### src/rtl/reg_file_dump_pkg.sv
// ============================================================================
// Module : reg_file_dump_pkg
// Brief  : Shared constants and state encoding for the register-file dump engine.
// Rev    : 1.0  initial release
// ============================================================================
`default_nettype none

package reg_file_dump_pkg;

    localparam int          DUMP_ADDR_W  = 5;
    localparam int          DUMP_DATA_W  = 32;
    localparam int          DUMP_STATE_W = 2;
    localparam logic [31:0] WORD_ZERO    = 32'h0000_0000;

    typedef enum logic [DUMP_STATE_W-1:0] {
        ST_IDLE  = 2'b00,
        ST_ISSUE = 2'b01,
        ST_SEND  = 2'b10,
        ST_DONE  = 2'b11
    } dump_state_t;

endpackage

`default_nettype wire

### src/rtl/reg_file_dump_if.sv
// ============================================================================
// Module : reg_file_dump_if
// Brief  : Control, register-file read port and output stream of the dump engine.
// Rev    : 1.0  initial release
// ============================================================================
`default_nettype none

interface reg_file_dump_if #(
    parameter int ADDR_W = 5,
    parameter int DATA_W = 32
) ();
    logic              start;
    logic [ADDR_W-1:0] first_reg;
    logic [ADDR_W-1:0] last_reg;
    logic [ADDR_W-1:0] read_reg;
    logic [DATA_W-1:0] read_data;
    logic              out_valid;
    logic              out_ready;
    logic [ADDR_W-1:0] out_reg;
    logic [DATA_W-1:0] out_data;
    logic              out_last;
    logic              busy;
    logic              done;

    modport master (
        input  start, first_reg, last_reg, read_data, out_ready,
        output read_reg, out_valid, out_reg, out_data, out_last, busy, done
    );

    modport slave (
        output start, first_reg, last_reg, read_data, out_ready,
        input  read_reg, out_valid, out_reg, out_data, out_last, busy, done
    );
endinterface

`default_nettype wire

### src/rtl/reg_file_dump.sv
// ============================================================================
// Module : reg_file_dump
// Brief  : Walks a register range through one read port and streams each word.
// Rev    : 1.0  initial release
// ============================================================================
`default_nettype none

module reg_file_dump
    import reg_file_dump_pkg::*;
#(
    parameter int ADDR_W  = DUMP_ADDR_W,
    parameter int DATA_W  = DUMP_DATA_W,
    parameter bit ZERO_R0 = 1'b0
) (
    input  wire logic       clk,
    input  wire logic       rst_n,
    reg_file_dump_if.master dump
);

    dump_state_t       r_state,     w_state_nxt;
    logic [ADDR_W-1:0] r_cur,       w_cur_nxt;
    logic [ADDR_W-1:0] r_end,       w_end_nxt;
    logic [ADDR_W-1:0] r_read_reg,  w_read_reg_nxt;
    logic [ADDR_W-1:0] r_out_reg,   w_out_reg_nxt;
    logic [DATA_W-1:0] r_out_data,  w_out_data_nxt;
    logic              r_out_valid, w_out_valid_nxt;
    logic              r_out_last,  w_out_last_nxt;
    logic              r_busy,      w_busy_nxt;
    logic              r_done,      w_done_nxt;

    logic [DATA_W-1:0] w_capture;
    logic              w_hs;

    assign w_capture = (ZERO_R0 && (r_cur == '0)) ? DATA_W'(WORD_ZERO) : dump.read_data;
    assign w_hs      = r_out_valid && dump.out_ready;

    always_ff @(posedge clk) begin
        if (!rst_n) begin
            r_state     <= ST_IDLE;
            r_cur       <= '0;
            r_end       <= '0;
            r_read_reg  <= '0;
            r_out_reg   <= '0;
            r_out_data  <= DATA_W'(WORD_ZERO);
            r_out_valid <= 1'b0;
            r_out_last  <= 1'b0;
            r_busy      <= 1'b0;
            r_done      <= 1'b0;
        end else begin
            r_state     <= w_state_nxt;
            r_cur       <= w_cur_nxt;
            r_end       <= w_end_nxt;
            r_read_reg  <= w_read_reg_nxt;
            r_out_reg   <= w_out_reg_nxt;
            r_out_data  <= w_out_data_nxt;
            r_out_valid <= w_out_valid_nxt;
            r_out_last  <= w_out_last_nxt;
            r_busy      <= w_busy_nxt;
            r_done      <= w_done_nxt;
        end
    end

    always_comb begin
        w_state_nxt     = r_state;
        w_cur_nxt       = r_cur;
        w_end_nxt       = r_end;
        w_read_reg_nxt  = r_read_reg;
        w_out_reg_nxt   = r_out_reg;
        w_out_data_nxt  = r_out_data;
        w_out_valid_nxt = r_out_valid;
        w_out_last_nxt  = r_out_last;
        w_busy_nxt      = r_busy;
        w_done_nxt      = 1'b0;

        case (r_state)
            ST_IDLE: begin
                if (dump.start) begin
                    w_cur_nxt      = dump.first_reg;
                    w_end_nxt      = dump.last_reg;
                    w_read_reg_nxt = dump.first_reg;
                    w_busy_nxt     = 1'b1;
                    w_state_nxt    = ST_ISSUE;
                end
            end
            // read_reg has been stable a full cycle; the file output is settled
            ST_ISSUE: begin
                w_out_data_nxt  = w_capture;
                w_out_reg_nxt   = r_cur;
                w_out_valid_nxt = 1'b1;
                w_out_last_nxt  = (r_cur == r_end);
                w_state_nxt     = ST_SEND;
            end
            ST_SEND: begin
                if (w_hs) begin
                    w_out_valid_nxt = 1'b0;
                    w_out_last_nxt  = 1'b0;
                    if (r_cur == r_end) begin
                        w_done_nxt  = 1'b1;
                        w_state_nxt = ST_DONE;
                    end else begin
                        w_cur_nxt      = r_cur + ADDR_W'(1);
                        w_read_reg_nxt = r_cur + ADDR_W'(1);
                        w_state_nxt    = ST_ISSUE;
                    end
                end
            end
            ST_DONE: begin
                w_busy_nxt  = 1'b0;
                w_state_nxt = ST_IDLE;
            end
            default: begin
                w_state_nxt = ST_IDLE;
            end
        endcase
    end

    assign dump.read_reg  = r_read_reg;
    assign dump.out_reg   = r_out_reg;
    assign dump.out_data  = r_out_data;
    assign dump.out_valid = r_out_valid;
    assign dump.out_last  = r_out_last;
    assign dump.busy      = r_busy;
    assign dump.done      = r_done;

endmodule

`default_nettype wire

### src/flat_wrapper.sv
// flat-port wrapper written by rule: the top's interface ports become plain ports
module reg_file_dump_flat import reg_file_dump_pkg::*;
#(
    parameter int ADDR_W  = DUMP_ADDR_W,
    parameter int DATA_W  = DUMP_DATA_W,
    parameter bit ZERO_R0 = 1'b0
)
  (clk, rst_n, dump_start, dump_first_reg, dump_last_reg, dump_read_data, dump_out_ready, dump_read_reg, dump_out_valid, dump_out_reg, dump_out_data, dump_out_last, dump_busy, dump_done);
  reg_file_dump_if #(.ADDR_W(ADDR_W), .DATA_W(DATA_W)) dump_i ();
  input  wire logic clk;
  input  wire logic rst_n;
  input wire logic [$bits(dump_i.start)-1:0] dump_start;
  input wire logic [$bits(dump_i.first_reg)-1:0] dump_first_reg;
  input wire logic [$bits(dump_i.last_reg)-1:0] dump_last_reg;
  input wire logic [$bits(dump_i.read_data)-1:0] dump_read_data;
  input wire logic [$bits(dump_i.out_ready)-1:0] dump_out_ready;
  output wire logic [$bits(dump_i.read_reg)-1:0] dump_read_reg;
  output wire logic [$bits(dump_i.out_valid)-1:0] dump_out_valid;
  output wire logic [$bits(dump_i.out_reg)-1:0] dump_out_reg;
  output wire logic [$bits(dump_i.out_data)-1:0] dump_out_data;
  output wire logic [$bits(dump_i.out_last)-1:0] dump_out_last;
  output wire logic [$bits(dump_i.busy)-1:0] dump_busy;
  output wire logic [$bits(dump_i.done)-1:0] dump_done;
  assign dump_i.start = dump_start;
  assign dump_i.first_reg = dump_first_reg;
  assign dump_i.last_reg = dump_last_reg;
  assign dump_i.read_data = dump_read_data;
  assign dump_i.out_ready = dump_out_ready;
  assign dump_read_reg = dump_i.read_reg;
  assign dump_out_valid = dump_i.out_valid;
  assign dump_out_reg = dump_i.out_reg;
  assign dump_out_data = dump_i.out_data;
  assign dump_out_last = dump_i.out_last;
  assign dump_busy = dump_i.busy;
  assign dump_done = dump_i.done;
  reg_file_dump #(.ADDR_W(ADDR_W), .DATA_W(DATA_W), .ZERO_R0(ZERO_R0)) u_core (.clk(clk), .rst_n(rst_n), .dump(dump_i));
endmodule
### config.mk
export PLATFORM = sky130hd
export DESIGN_NAME = reg_file_dump_flat
export DESIGN_NICKNAME = d
export VERILOG_FILES = /design/src/rtl/reg_file_dump_pkg.sv /design/src/rtl/reg_file_dump_if.sv /design/src/rtl/reg_file_dump.sv /design/src/flat_wrapper.sv
export SDC_FILE = /design/constraint.sdc
export NUM_CORES = 1
export LEC_CHECK = 0
export ABC_AREA = 1
export BUFFER_PORTS_ARGS = -buffer_cell sky130_fd_sc_hd__buf_4
export CAP_MARGIN = 25
export CORE_AREA = 3 3 88 90
export CTS_CLUSTER_SIZE = 12
export DETAILED_ROUTE_END_ITERATION = 6
export DIE_AREA = 0 0 91 93
export PLACE_DENSITY = 0.55
export SETUP_SLACK_MARGIN = 0.05
export SYNTH_ARGS = -nofsm -noshare
export SYNTH_HDL_FRONTEND = slang
export SYNTH_SLANG_ARGS = --single-unit
### constraint.sdc
create_clock -name clk -period 1.2 [get_ports clk]
set_input_delay 0.18 -clock clk [delete_from_list [all_inputs] [get_ports clk]]
set_output_delay 0.18 -clock clk [all_outputs]
set_load 0.01 [all_outputs]
# Yosys cells after proc, flatten, opt, wreduce, memory -nomap -nowiden
# Cells that the tools add are included.
# word_totals
reg_bits,53
latchBits,0
mem_bits_rw,0
rom_bits,0
inputBits,46
word_cells,42
memories,0
# classes
add_sub_neg,1
multipliers,0
n_div,0
n_lt_le_gt_ge,0
eq_ne,7
shifts,0
muxes,14
bitwise_logic,0
n_reduce_logical,11
# ops
operator,n
2-to-1 mux 5 bit,3
case mux 5 bit (2 select lines),1
case mux 2 bit (4 select lines),1
AND reduction 2 bit,4
2-to-1 mux 2 bit,3
case mux 1 bit (2 select lines),3
nonzero test 2 bit,3
adder 5 x 1 -> 5 bit (second input constant),1
== test 5 bit,1
== test 2 bit (second input constant),2
inequality test 2 bit (second input constant),2
AND reduction 4 bit,1
2-to-1 mux 1 bit,3
AND reduction 3 bit,1
== test 2 x 1 -> 1 bit (second input constant),1
logical NOT 2 bit,1
inequality test 2 x 1 -> 1 bit (second input constant),1
logical AND 1 bit,1

# Logic depth before layout (Yosys ltp)
# Gate-level depths: netlist of run 1.
# logic_depth
depth_word,4
mapped_depth,9
mapped_depth_nobuf,9

# Least setup slack after synthesis of run 1
# No wires, ideal clock.
# synth_timing
path_kind,register -> register
start,register u_core.r_cur[0]
end,register u_core.r_cur[2]
arrival_time_ns,1.163
required_time_ns,1.087
path_slack_ns,-0.075
path_stages_with_launch,10
period_less_slack_ns,1.275
cell_sequence,dfxtp_1 > inv_1 > nand2_1 > nand2_1 > nor2_2 > nand4_4 > nand2_1 > nand2_1 > nand2_1 > nor2_1
# synth_via
elab_chain_cells,4
elab_cells_between_ends,7
# synth_rtl
item,line,text
"start, declared",reg_file_dump.sv:21,"logic [ADDR_W-1:0] r_cur, w_cur_nxt;"
"start signal, assigned",reg_file_dump.sv:51,r_cur <= w_cur_nxt;
adder 5 x 1 -> 5 bit,reg_file_dump.sv:101,w_cur_nxt = r_cur + ADDR_W'(1);
2-to-1 mux 5 bit,reg_file_dump.sv:97,if (r_cur == r_end) begin
2-to-1 mux 5 bit,reg_file_dump.sv:94,if (w_hs) begin
case mux 5 bit (2 select lines),reg_file_dump.sv:75,case (r_state)
# Several ways; a longest one is shown, not always the timed one. The select of a mux whose other input is x is not followed.
# A chain may end at the register's enable or synchronous reset.

# Worst setup path in the final report of run 1
# layout_timing
start,register u_core.r_cur[0]
end,register u_core.r_cur[3]
# Same word-level chain as after synthesis.

==> results of run 1 <==
==> kinds of logic after synthesis <==
group | after synthesis | share of synthesized area [%]
flops | 53 | 50.4
simple gates | 125 | 27.7
buf+inv | 28 | 5.52
fa+ha+maj | 1 | 0.594
compound gates | 65 | 15.4
xor+xnor | 1 | 0.416
==> power breakdown <==
group | switching (mW) | internal [mW] | total [mW]
registers | 0.132 | 1.94 | 2.07
logic | 0.628 | 0.679 | 1.31
clock network | 0.600 | 0.480 | 1.08
==> worst reg2reg max path: cells and delay by family, from the launching register on <==
kind / cells / cell delay [ps]
flops: 1 / 400
simple gates: 7 / 740
buf+inv: 1 / 40
==> area by class of cell <==
| cell class | instances | area (um2) |
|---|---|---|
| fillers | 757 | 3640 |
| clock buffers | 6 | 82.6 |
| multi-input cells | 193 | 1050 |
| clock inverters | 2 | 17.5 |
| inverters | 15 | 73.8 |
| repair buffers | 123 | 1070 |
| flip-flops and latches | 53 | 1090 |
| well taps | 99 | 124 |
==> how the worst min path moves through the flow <==
| stage | slack, ps | endpoint | startpoint | depth (start not counted) |
|---|---|---|---|---|
| floorplan | 310 | u_core.dump.out_data[10]$_SDFFE_PN0P_ | dump_read_data[10] | 2 |
| global placement | 400 | u_core.dump.out_data[1]$_SDFFE_PN0P_ | dump_read_data[1] | 3 |
| detailed placement | 410 | u_core.dump.out_data[6]$_SDFFE_PN0P_ | dump_read_data[6] | 3 |
| CTS | 80 | u_core.dump.out_data[29]$_SDFFE_PN0P_ | dump_read_data[29] | 3 |
| global route | 70 | u_core.dump.out_data[29]$_SDFFE_PN0P_ | dump_read_data[29] | 3 |
| finish | 80 | u_core.dump.out_data[2]$_SDFFE_PN0P_ | dump_read_data[2] | 3 |
==> metal layers <==
layer	share of wire, %	global-route usage, %	up-vias	wire length (um)
li1	-	-	1124	-
met1	44	16.7	993	2860
met2	50	25.3	54	3260
met3	5.0	3.78	6	326
met4	0.78	4.27	0	51
met5	0	0	-	0
==> repair_timing <==
action / CTS / global route
pin swaps: 7 / 25
gates resized for setup: 19 / 53
cloned: 1 / 5
setup endpoints to repair: 51 / 49
endpoints found under the hold margin: 0 / 0
buffers inserted: 3 / 7
==> cells in the final DEF (no fill, tap or decap), drive strengths merged <==
cell type  Yosys  layout
ha             1       1
inv           15      16
nand3b         4       4
buf            9     119
nand2         32      32
o21ai         46      46
nand3          6       6
or2            1       1
dfxtp         53      53
xnor2          1       1
clkinv         0       1
a21oi         19      19
nor2          77      77
nand4          5       6
clkbuf         4      10
==> impl_metrics.tcl, run 1 <==
set metrics [dict create \
    die_area_mm2 0.00846 \
    hold_violations 0 \
    synth_edf_count 0 \
    overflow 0 \
    cts_tree "built" \
    antenna_cells 0 \
    grt_use_total_pct 14.2 \
    die_h_um 93 \
    vias_per_cell 4.43 \
    crit_path_top_delay_cell "dfxtp_4" \
    io_pins 92 \
    cts_buffers 5 \
    grt_pass1_wl_um 9800 \
    htree_levels 2 \
    path_cells "inv_4, nand2_2, nand2_2, nor2_4, nand4_4, nand3b_1, nand2_1, nor2_1" \
    synth.cell_area_mm2 0.00211 \
    avgSynthCellArea_um2 7.72 \
    totalWireLength_um 6500 \
    cts_max_path_buffers 2 \
    first_pass_iters 4 \
    yosys.area.top_type "dfxtp_1" \
    drc 0 \
    largest_register_ffs 32 \
    cp_num_cells 8 \
    p_per_area_mw_per_mm2 1270 \
    die_w_um 91 \
    setup_tns_ps -148 \
    dpl_cell_area_mm2 0.00301 \
    clk_pin_slew_worst_paths_ps 100 \
    place_ws_ps -107 \
    slew_violations 0 \
    core_mm2 0.00714 \
    ys_ff_latch 53 \
    final_cells 491 \
    fin_skew_ps 7.34 \
    startpoint "u_core.r_cur[0]$_SDFFE_PN0P_" \
    cp_max_fo 5 \
    rsz0062_at_grt "yes" \
    first_iter_violations 46 \
    holdWs_ps 75.1 \
    synthTopCellsByCount "nor2_1, dfxtp_1, o21ai_0, nand2_1, a21oi_1" \
    leakage_nw 1.62 \
    synth_top_area_share_pct 50.4 \
    critPathCapture "u_core.r_cur[3]$_SDFFE_PN0P_" \
    worstMarginPinSlew_ps 335 \
    post-place-cells 467 \
    crit_buf_inv 1 \
    utilization_pct 49.0 \
    fp-row-count 31 \
    globalplace.congestion 0.798 \
    initial_core_util_pct 29.5 \
    violations "negative setup slack" \
    outcome "finished, violations left" \
    synth_cells 273 \
    path_common_cell "nand2_2" \
    yosys.cell_count.top_type "nor2_1" \
    yosysWarnings 0 \
    antenna_found_initial 0 \
    grt_pass1_vias 2101 \
    fin_crit_sh_pct 103 \
    hpwl_um 4450 \
    setup_slack_ps -37.3 \
    drv_cap 0 \
    syn_nets 320 \
    synth.area.top_cells "dfxtp_1, nor2_1, o21ai_0" \
    power_mw 4.45 \
    synth_ff_type "dfxtp_1" \
    required_ps 1440 \
    syn_to_final_growth_pct 66.0 \
    rr_endpoint "u_core.r_cur[3]$_SDFFE_PN0P_" \
    postCtsHoldBufs 0 \
    hp-class "input port to flop" \
    drtAntennaViolNets 0 \
    slowest_delay_ps 400 \
    peakVddDrop_mv 0.571 \
    layout-drive-gt1-share_pct 46.9 \
    crit_family "simple AND/OR/NAND/NOR gates" \
    reg2reg_depth 8 \
    io_buffers 91 \
    min_period_ps 1240 \
    clock_latency_ps 300 \
    fmax_mhz 808 \
    criticalPathCategory "flop to flop" \
    nets 438 \
    cp.arrival_ps 1480 \
    async_flop_share_pct 0 \
    clock-sinks 53 \
    fin_area_mm2 0.00350 \
    endpoint_kind "flop" \
    dr_total_vias 2177 \
    seq_area_frac_synth_pct 50.4 \
    r2r_start "u_core.r_cur[0]$_SDFFE_PN0P_" \
    cts_root_buf "clkbuf_8" \
    grt_max_degree 35 \
    cp-start-kind "flop" \
    wl_per_cell_um 13.2 \
    ys_types 24 \
    relSlewSlack_pct 77.6 \
    regToRegSetupSlack_ps -40 \
    finalSetupViolations 7 \
]
Note: power is estimated with default switching activity, not from simulation.
==> run 2, diff against run 1 <==
--- a/config.mk
+++ b/config.mk
@@ -8,11 +8,11 @@
 export ABC_AREA = 1
 export BUFFER_PORTS_ARGS = -buffer_cell sky130_fd_sc_hd__buf_4
 export CAP_MARGIN = 25
-export CORE_AREA = 3 3 88 90
+export CORE_AREA = 3 3 75 77
 export CTS_CLUSTER_SIZE = 12
 export DETAILED_ROUTE_END_ITERATION = 6
-export DIE_AREA = 0 0 91 93
-export PLACE_DENSITY = 0.55
+export DIE_AREA = 0 0 78 80
+export PLACE_DENSITY = 0.73
 export SETUP_SLACK_MARGIN = 0.05
 export SYNTH_ARGS = -nofsm -noshare
 export SYNTH_HDL_FRONTEND = slang
==> run 2 against run 1 <==
Compared with the run above:
- the run still ends with negative setup slack left
- hold slack improved by 18 ps
- count of clock-buffer cells in the layout increased by 2
- fmax decreased by 4.9%
- sequential power about the same
- critical endpoint is now u_core.dump.out_reg[0]$_SDFFE_PN0P_
- largest power group unchanged
- highest routed layer unchanged
==> impl_metrics.tcl, run 2 (synthesis results as in run 1) <==
set metrics [dict create \
    outcome "finished, violations left" \
    violations "negative setup slack" \
    startpoint "u_core.r_state[1]$_SDFFE_PN0P_" \
    relSlewSlack_pct 72.3 \
    clk_pin_slew_worst_paths_ps 90 \
    die_area_mm2 0.00624 \
    place_ws_ps -84.8 \
    critPathCapture "u_core.dump.out_reg[0]$_SDFFE_PN0P_" \
    layout_common_cells "buf_4, nor2_1, dfxtp_1" \
    cp-start-kind "flop" \
    hold_violations 0 \
    first_iter_violations 63 \
    grt_pass1_wl_um 8890 \
    slew_violations 0 \
    required_ps 1440 \
    fin_area_mm2 0.00339 \
    worstMarginPinSlew_ps 416 \
    grt_pass1_vias 2011 \
    path_cells "buf_6, nor2_4, buf_12, o21ai_0, a21oi_1" \
    clock_latency_ps 300 \
    largest_register_ffs 32 \
    setup_slack_ps -100 \
    wl_met2_um 2850 \
    leakage_nw 1.57 \
    wirelength_met1_um 2730 \
    fin_crit_sh_pct 108 \
    antenna_cells 0 \
    io_buffers 91 \
    drtAntennaViolNets 0 \
    slowest_delay_ps 370 \
    final_common_cell "buf_4" \
    finalSetupViolations 43 \
    globalplace.congestion 0.835 \
    nets 433 \
    clock-sinks 53 \
    cp.arrival_ps 1540 \
    cts_tree "built" \
    die_h_um 80 \
    fmax_mhz 769 \
    hp-class "input port to flop" \
    drc 0 \
    cp_max_fo 22 \
    cts_buffers 5 \
    antenna_found_initial 0 \
    min_period_ps 1300 \
    crit_path_top_delay_cell "dfxtp_4" \
    htree_levels 2 \
    first_pass_iters 4 \
    maxUsedRoutingLayer "met4" \
    dpl_cell_area_mm2 0.00297 \
    endpoint_kind "flop" \
    dr_total_vias 2195 \
    criticalPathCategory "flop to flop" \
    cts_root_buf "clkbuf_8" \
    r2r_start "u_core.r_state[1]$_SDFFE_PN0P_" \
    overflow 0 \
    layout-drive-gt1-share_pct 45.5 \
    regToRegSetupSlack_ps -100 \
    wl_met3_um 469 \
    grt_max_degree 45 \
    peakVddDrop_mv 0.873 \
    utilization_pct 66.7 \
    reg2reg_depth 5 \
    syn_to_final_growth_pct 60.7 \
    fillCellCount 443 \
    hpwl_um 3740 \
    fp-row-count 26 \
    p_per_area_mw_per_mm2 1310 \
    initial_core_util_pct 41.5 \
    vias_per_cell 4.80 \
    fin_skew_ps 5.47 \
    totalWireLength_um 6140 \
    grt_use_total_pct 17.5 \
    drv_cap 0 \
    wl_per_cell_um 13.4 \
    io_pins 92 \
    die_w_um 78 \
    rsz0062_at_grt "yes" \
    cts_max_path_buffers 2 \
    core_mm2 0.00507 \
    rr_endpoint "u_core.dump.out_reg[0]$_SDFFE_PN0P_" \
]
## run 2: changes by cell type in the layout (fill, tap and decap cells not counted), sizes merged
cell    previous run  this run
buf              119       116
clkbuf            10         8
## run 2: per-layer routing
metal | GRT usage, % | vias up
li1 | - | 1118
met3 | 6.21 | 9
met5 | 0 | -
met1 | 21.4 | 996
met2 | 28.9 | 72
met4 | 5.42 | 0
## run 2: cell type report
| cell class | count | area (um2) | area share (%) |
|---|---|---|---|
| Tap cell | 70 | 87.6 | 2.59 |
| Sequential cell | 53 | 1080 | 32.0 |
| Clock buffer | 8 | 111 | 3.29 |
| Inverter | 15 | 78.8 | 2.33 |
| Timing Repair inverter | 2 | 27.5 | 0.813 |
| Multi-Input combinational cell | 193 | 1070 | 31.6 |
| Timing Repair Buffer | 116 | 927 | 27.4 |
## run 2: power by group
group / internal (mW) / switching, mW
Clock: 0.597 / 0.570
Combinational: 0.600 / 0.630
Sequential: 1.93 / 0.122
## run 2: what timing repair did
item | in CTS | in global routing
gates resized for setup | 23 | 45
cloned | 1 | 3
buffers inserted | 1 | 6
hold buffers | 0 | 0
setup endpoints to repair | 41 | 53
pin swaps | 7 | 6
## run 2: worst max-delay path, delay by kind of cell, from the launching register on
kind / cells / cell delay [ps]
flip-flops: 1 / 370
AND/OR/NAND/NOR: 1 / 320
buffers and inverters: 2 / 330
AO/OA/AOI/OAI: 2 / 210
## run 2: metrics by stage
step / total power, mW / setup TNS [ps] / cells / hold WS (ps)
global route: 4.69 / -5600 / 457 / 87.1
floorplan: 2.59 / 0 / 273 / 315
detailed placement: 3.09 / -954 / 438 / 408
finish: 4.45 / -2970 / 457 / 93.3
global placement: 3.07 / -98.9 / 438 / 400
CTS: 4.35 / -46.7 / 448 / 83.8
## run 2: how the worst min path moves through the flow
| stage | startpoint | end | slack [ps] | cells after the start |
|---|---|---|---|---|
| final | dump_read_data[10] | u_core.dump.out_data[10]$_SDFFE_PN0P_ | 90 | 3 |
| after global routing | dump_read_data[22] | u_core.dump.out_data[22]$_SDFFE_PN0P_ | 90 | 3 |
| after CTS | dump_read_data[10] | u_core.dump.out_data[10]$_SDFFE_PN0P_ | 80 | 3 |
| after detailed placement | dump_read_data[10] | u_core.dump.out_data[10]$_SDFFE_PN0P_ | 410 | 3 |
| after global placement | dump_read_data[24] | u_core.dump.out_data[24]$_SDFFE_PN0P_ | 400 | 3 |
| after floorplan | dump_read_data[10] | u_core.dump.out_data[10]$_SDFFE_PN0P_ | 310 | 2 |
